### config.mk
export PLATFORM = sky130hd
export DESIGN_NAME = sha_stream_padder
export DESIGN_NICKNAME = d
export VERILOG_FILES = /design/src/rtl/sha_stream_padder.sv
export SDC_FILE = /design/constraint.sdc
export NUM_CORES = 1
export LEC_CHECK = 0
export CAP_MARGIN = 15
export CORE_ASPECT_RATIO = 2
export CORE_MARGIN = 3
export CORE_UTILIZATION = 53
export CTS_CLUSTER_DIAMETER = 150
export CTS_CLUSTER_SIZE = 25
export DETAILED_ROUTE_END_ITERATION = 8
export GPL_ROUTABILITY_DRIVEN = 0
export PLACE_DENSITY = 0.84
export SYNTH_ARGS = -nofsm -noshare
export SYNTH_HDL_FRONTEND = slang
export SYNTH_SLANG_ARGS = --single-unit
### constraint.sdc
create_clock -name clk -period 3.75 [get_ports clk]
set_input_delay 0.75 -clock clk [delete_from_list [all_inputs] [get_ports clk]]
set_output_delay 0.75 -clock clk [all_outputs]
set_load 0.01 [all_outputs]
### src/rtl/sha_stream_padder.sv
// SHA-2 message padder: frames a word stream into 16-word blocks with
// pad marker, zero fill and a two-word bit-length trailer.
module sha_stream_padder #(
    parameter int WORD_W = 32,
    parameter int CNT_W  = 32
) (
    input  logic              clk,
    input  logic              rst,
    input  logic [WORD_W-1:0] msg_word,
    input  logic              msg_valid,
    input  logic              msg_last,
    output logic              msg_ready,
    output logic [WORD_W-1:0] word_o,
    output logic              out_valid,
    input  logic              out_ready,
    output logic              out_first,
    output logic              out_block_last,
    output logic              out_msg_last,
    output logic              busy
);

    localparam int LEN_W = 2 * WORD_W;
    localparam int SH = $clog2(WORD_W);
    localparam logic [WORD_W-1:0] MARKER = {1'b1, {(WORD_W-1){1'b0}}};
    localparam logic [CNT_W-1:0] CNT_ONE = CNT_W'(1);

    typedef enum logic [2:0] {
        IDLE, DATA, PAD, ZERO_WRAP, ZERO, LEN_HI, LEN_LO
    } state_t;

    state_t state, state_n;
    logic [3:0] slot, slot_n;
    logic [CNT_W-1:0] count, count_n;
    logic [WORD_W-1:0] word_n, data;
    logic valid_n, first_n, blast_n, mlast_n;
    logic load, emit;
    logic [LEN_W-1:0] bitlen;

    assign load = !out_valid || out_ready;
    assign msg_ready = (state == DATA) && load;
    assign busy = (state != IDLE);
    assign bitlen = LEN_W'(count) << SH;

    // slot is the block position of the next word loaded into word_o
    always_comb begin
        state_n = state;
        slot_n = slot;
        count_n = count;
        word_n = word_o;
        valid_n = out_valid;
        first_n = out_first;
        blast_n = out_block_last;
        mlast_n = out_msg_last;
        emit = 1'b0;
        data = '0;
        if (load) begin
            valid_n = 1'b0;
            first_n = 1'b0;
            blast_n = 1'b0;
            mlast_n = 1'b0;
        end
        unique case (state)
            IDLE: begin
                count_n = '0;
                slot_n = '0;
                if (load) state_n = DATA;
            end
            DATA: begin
                if (msg_valid && load) begin
                    emit = 1'b1;
                    data = msg_word;
                    count_n = count + CNT_ONE;
                    if (msg_last) state_n = PAD;
                end
            end
            PAD: begin
                if (load) begin
                    emit = 1'b1;
                    data = MARKER;
                    if (slot == 4'd13) state_n = LEN_HI;
                    else if (slot == 4'd14) state_n = ZERO_WRAP;
                    else state_n = ZERO;
                end
            end
            ZERO_WRAP: begin
                if (load) begin
                    emit = 1'b1;
                    if (slot == 4'd15) state_n = ZERO;
                end
            end
            ZERO: begin
                if (load) begin
                    emit = 1'b1;
                    if (slot == 4'd13) state_n = LEN_HI;
                end
            end
            LEN_HI: begin
                if (load) begin
                    emit = 1'b1;
                    data = bitlen[LEN_W-1:WORD_W];
                    state_n = LEN_LO;
                end
            end
            LEN_LO: begin
                if (load) begin
                    emit = 1'b1;
                    data = bitlen[WORD_W-1:0];
                    state_n = IDLE;
                end
            end
            default: state_n = IDLE;
        endcase
        if (emit) begin
            word_n = data;
            valid_n = 1'b1;
            first_n = (slot == 4'd0);
            blast_n = (slot == 4'd15);
            mlast_n = (state == LEN_LO);
            slot_n = slot + 4'd1;
        end
    end

    always_ff @(posedge clk) begin
        if (rst) begin
            state <= IDLE;
            slot <= '0;
            count <= '0;
            word_o <= '0;
            out_valid <= 1'b0;
            out_first <= 1'b0;
            out_block_last <= 1'b0;
            out_msg_last <= 1'b0;
        end else begin
            state <= state_n;
            slot <= slot_n;
            count <= count_n;
            word_o <= word_n;
            out_valid <= valid_n;
            out_first <= first_n;
            out_block_last <= blast_n;
            out_msg_last <= mlast_n;
        end
    end

endmodule
# Yosys cells after proc, flatten, opt, wreduce, memory -nomap -nowiden
# Cells that the tools add are included.
dict set report word_totals {
  in_bits 37
  regBits 75
  output_inout_bits 38
  word_cells 72
}
dict set report op_classes {
  n_eq_ne 19
  reduce_logical 13
  n_mux 30
  addsub 2
}
# cell n
set ops {}
lappend ops {{two-way mux 32 bit} 4}
lappend ops {{case mux 32 bit (4 select lines)} 1}
lappend ops {{case mux 32 bit (2 select lines)} 1}
lappend ops {{two-way mux 3 bit} 12}
lappend ops {{adder 32 x 1 -> 32 bit (second input constant)} 1}
lappend ops {{case mux 3 bit (7 select lines)} 1}
lappend ops {{inequality test 2 bit (second input constant)} 9}
lappend ops {{equality test 4 bit (second input constant)} 3}
lappend ops {{AND reduction 10 bit} 1}
lappend ops {{equality test 3 bit (second input constant)} 3}
lappend ops {{two-way mux 4 bit} 2}
lappend ops {{two-way mux 1 bit} 7}
lappend ops {{equality test 3 x 2 -> 1 bit (second input constant)} 2}
lappend ops {{nonzero test 2 bit} 3}
lappend ops {{two-way mux 5 bit} 1}
lappend ops {{OR reduction 5 bit} 1}
lappend ops {{adder 4 x 1 -> 4 bit (second input constant)} 1}
lappend ops {{zero test 4 bit} 1}
lappend ops {{equality test 3 x 1 -> 1 bit (second input constant)} 1}
lappend ops {{zero test 3 bit} 1}
lappend ops {{nonzero test 3 bit} 1}
lappend ops {{logical AND 1 bit} 2}
lappend ops {{inequality test 2 x 1 -> 1 bit (second input constant)} 1}
lappend ops {{case mux 1 bit (2 select lines)} 1}
lappend ops {{other kinds (3)} 3}

# Logic depth before layout (Yosys ltp)
dict set report depth {
  ltp_word 6
  depth_mapped 7
  mapped_depth_nobuf 6
}

# Worst setup path before layout
# No wires, ideal clock.
dict set report synth_timing {
  path_type {in2out}
  from {input out_ready}
  to {output msg_ready}
  n_path_buf 1
  path_slack_ps 1645
  cell_stages 3
  t_arrival_ps 1355
  required_ps 3000
  path_cell_list {nor2b_1 -> buf_2 -> nor3b_1}
}
dict set report synth_between {
  elab_chain_cells 2
}
# item line
set synth_lines {}
lappend synth_lines {{start, declared} 15} ;# input logic out_ready,
lappend synth_lines {{logical OR 1 bit} 39} ;# assign load = !out_valid || out_ready;
lappend synth_lines {{logical AND 1 bit} 40} ;# assign msg_ready = (state == DATA) && load;
lappend synth_lines {{end, declared} 12} ;# output logic msg_ready,
# Every way passes these cells.

# Worst setup path in the final report
# Ends and elaborated chain as after synthesis.

==> impl_metrics.toml <==
[power]
internal_power_uw = 1850
leakagePower_uw = 0.00163
switching_share_pct = 33.3
p_clk_share_pct = 33.9
p_seq_share_pct = 35.0
comb_power_share_pct = 31.1
switchingPower_uw = 923
power_density_mw_per_mm2 = 600
vdd_ir_drop_max_mv = 0.468

[timing]
hold_viol = 0
slew_headroom_pct = 33.1
min_period_over_period_pct = 75.3
setup_ws_ps = 926
max_freq_ghz = 0.354
clock_skew_ps = 4.39
worst_slew_pin_slew_ps = 1000
fin_tns_setup_ps = 0
finalSetupViolCount = 0
min_period_ps = 2820
slew_viol_final = 0
rsz0062_at_grt = "no"

[setup_path]
end_kind = "output port"
slowest_delay_ps = 570
worstPathArrival_ps = 2070
critPathBufInv = 2
crit_fanout = 3
rr_startpoint = "state[1]$_SDFFE_PP0P_"
setup.worst_path.start_class = "input pin"
path_cells = "clkdlybuf4s50_1, nor2b_1, nor3b_1, clkdlybuf4s50_1"
cp_top_family = "buffers and inverters"
crit_type = "input pin to output port"
cp-startpoint = "out_ready"
crit_slowest_cell = "clkdlybuf4s50_1"
rrSetupSlack_ps = 1160
cp_common_cell = "clkdlybuf4s50_1"
reg2reg_depth = 6
required_ps = 3000
crit_cells = 4
crit_end = "msg_ready"
reg2reg_to = "slot[2]$_SDFFE_PP0P_"

[route]
routed_wl_mm = 10.3
route.detailed.drc = 0
num_vias = 3644
first_pass_iters = 8
vias_per_cell = 6.54
antenna_left = 0
drt_first_iter_violations = 482
avgRoutedWirePerCell_microns = 18.5

[floorplan]
core_sq_mm = 0.00641
die_w_microns = 63.8
start_util_pct = 55.3
die_h_microns = 122
dieArea_sq_mm = 0.00776
rows = 41
boundaryPins = 75

[global_route]
grt_max_degree = 54
grt_pass1_vias = 3527
grt_pass1_wl_mm = 16.8
grt_usage_pct = 27.6
grt-ovfl-total = 0
antenna_found_initial = 0

[clocking]
post_cts.repair.setup_buffers = 0
cts_inserted_buffers = 9
cts_tree = "yes"
clk_path_buf_depth = 2
post_cts_resized = 0
clk_latency_ps = 340
clockRootBuffer = "clkbuf_16"
cts.sink_count = 75
clk_transition_reported_paths_ps = 60
postCtsHoldBufs = 0
htreeDepth = 3

[yosys]
synth_top_cell_by_area = "dfxtp_1"
synth_edf_count = 0
synthFlopType = "dfxtp_1"
ys_ff_latch = 75
synth.most_common_cell = "dfxtp_1"
synth_top_area_share_pct = 42.4
synth_warnings = 0
synth_common_cells = "dfxtp_1, nor2_1, a222oi_1"
async_reset_ff_share_pct = 0
syn-num-nets = 448
avgSynthCellArea_sq_um = 8.73
syn_inst = 406
ys_seq_area_share_pct = 42.4
synth_area_sq_mm = 0.00354
synthTopCellsByArea = "dfxtp_1, a222oi_1, nor2_1"
ys_types = 51

[job]
drv_cap = 0

[placement]
pre_cts_ws_ps = 734
dpl.hpwl_mm = 7.01
io_buffers = 74

[layout]
nNetsFinal = 508
areaGrowthSynthToFinish_pct = 30.4
antenna_cells = 0
drive_above_1_share_pct = 7.64

[outcome]
status = "complete, no violations"

[hold_path]
worstHoldPathType = "flip-flop to flip-flop"
[worst min-delay path: cells and delay by family, from the launching register on]
kind | cells | cell delay [ps]
flip-flops | 1 | 300
AND/OR/NAND/NOR | 1 | 50
AO/OA/AOI/OAI | 1 | 60
[metal layers]
layer  share of wire (%)  track usage [%]  vias up  routed length, microns
met2                  54             47.7      184                    5540
met3                 6.8             6.37       30                     699
met5                   0                0        -                       0
li1                    -                -     1681                       -
met4                 3.9             15.2        0                     398
met1                  36             30.6     1749                    3660
[layout by cell type (no fill, tap or decap), types with 2 or more instances in the layout]
cell type	Yosys	routed
o21ai_0	19	19
a211o_1	2	2
nor2_1	56	56
and2_1	6	6
nor2b_1	3	3
bufinv_16	0	2
nand2b_1	2	2
nand4_2	2	2
nand3_1	18	18
nor2_2	2	2
buf_4	1	5
o211ai_1	2	2
o31ai_1	8	8
clkdlybuf4s50_1	0	73
nand2_1	25	25
clkbuf_8	0	2
nand3b_1	4	4
xor2_1	6	6
a222oi_1	32	32
nor3_4	2	2
nand4_1	15	15
and3_1	7	7
inv_1	6	6
clkbuf_16	0	9
nor4_1	3	3
clkinv_2	0	3
o211a_1	2	2
nor3_1	4	4
dfxtp_1	75	75
nor3b_1	2	2
or4_1	8	8
a31oi_1	15	15
nand4b_1	2	2
ha_1	5	5
a21oi_1	22	22
or3_1	5	5
[how the worst min path moves through the flow]
stage	from	endpoint	slack [ps]	depth (start not counted)
2_1_floorplan	count[31]$_SDFFE_PP0P_	count[31]$_SDFFE_PP0P_	440	1
3_3_place_gp	out_block_last$_SDFFE_PP0P_	out_block_last$_SDFFE_PP0P_	450	2
3_5_place_dp	out_block_last$_SDFFE_PP0P_	out_block_last$_SDFFE_PP0P_	450	2
4_1_cts	out_block_last$_SDFFE_PP0P_	out_block_last$_SDFFE_PP0P_	460	2
5_1_grt	out_block_last$_SDFFE_PP0P_	out_block_last$_SDFFE_PP0P_	500	2
6_report	out_block_last$_SDFFE_PP0P_	out_block_last$_SDFFE_PP0P_	460	2
[power groups by stage]
stage	Sequential [uW]	Clock [uW]	Combinational, uW
floorplan	967	0	557
global placement	979	0	820
detailed placement	982	0	842
CTS	967	950	853
global route	984	980	928
finish	970	940	862
[through the flow]
step           std cells  util, %  instance area, sq um  hold slack, ps  total power (uW)
5_1_grt              557     72.1                  4620             498              2890
4_1_cts              557     72.1                  4620             459              2770
3_5_place_dp         541     66.9                  4290             451              1820
2_1_floorplan        406        -                  3540             438              1520
3_3_place_gp         541     66.9                  4290             446              1800
6_report             557     72.1                  4620             458              2770
[cells by family (layout without fill, tap and decap cells)]
family	Yosys count	after routing	synth area share (%)
and+or+nand+nor	172	172	26.7
AOI/OAI and AO/OA	111	111	22.7
DFF	75	75	42.4
buffers and inverters	37	102	4.94
xor gates and xnor gates	6	6	1.48
adders and majority gates	5	5	1.76
[area by class of cell]
class                           instances  area (sq um)
Multi-Input combinational cell        294          1870
Fill cell                             502          1790
Sequential cell                        75          1500
Timing Repair Buffer                   80           793
Clock buffer                           11           253
Tap cell                               86           108
Clock inverter                          5          75.1
Inverter                                6          22.5
[sequential cells by signal (all words and copies together), names as in the netlist]
signal / count
slot: 4
out_valid: 1
out_first: 1
out_block_last: 1
state: 3
count: 32
word_o: 32
out_msg_last: 1
No activity file was read; power rests on OpenSTA's default activity.
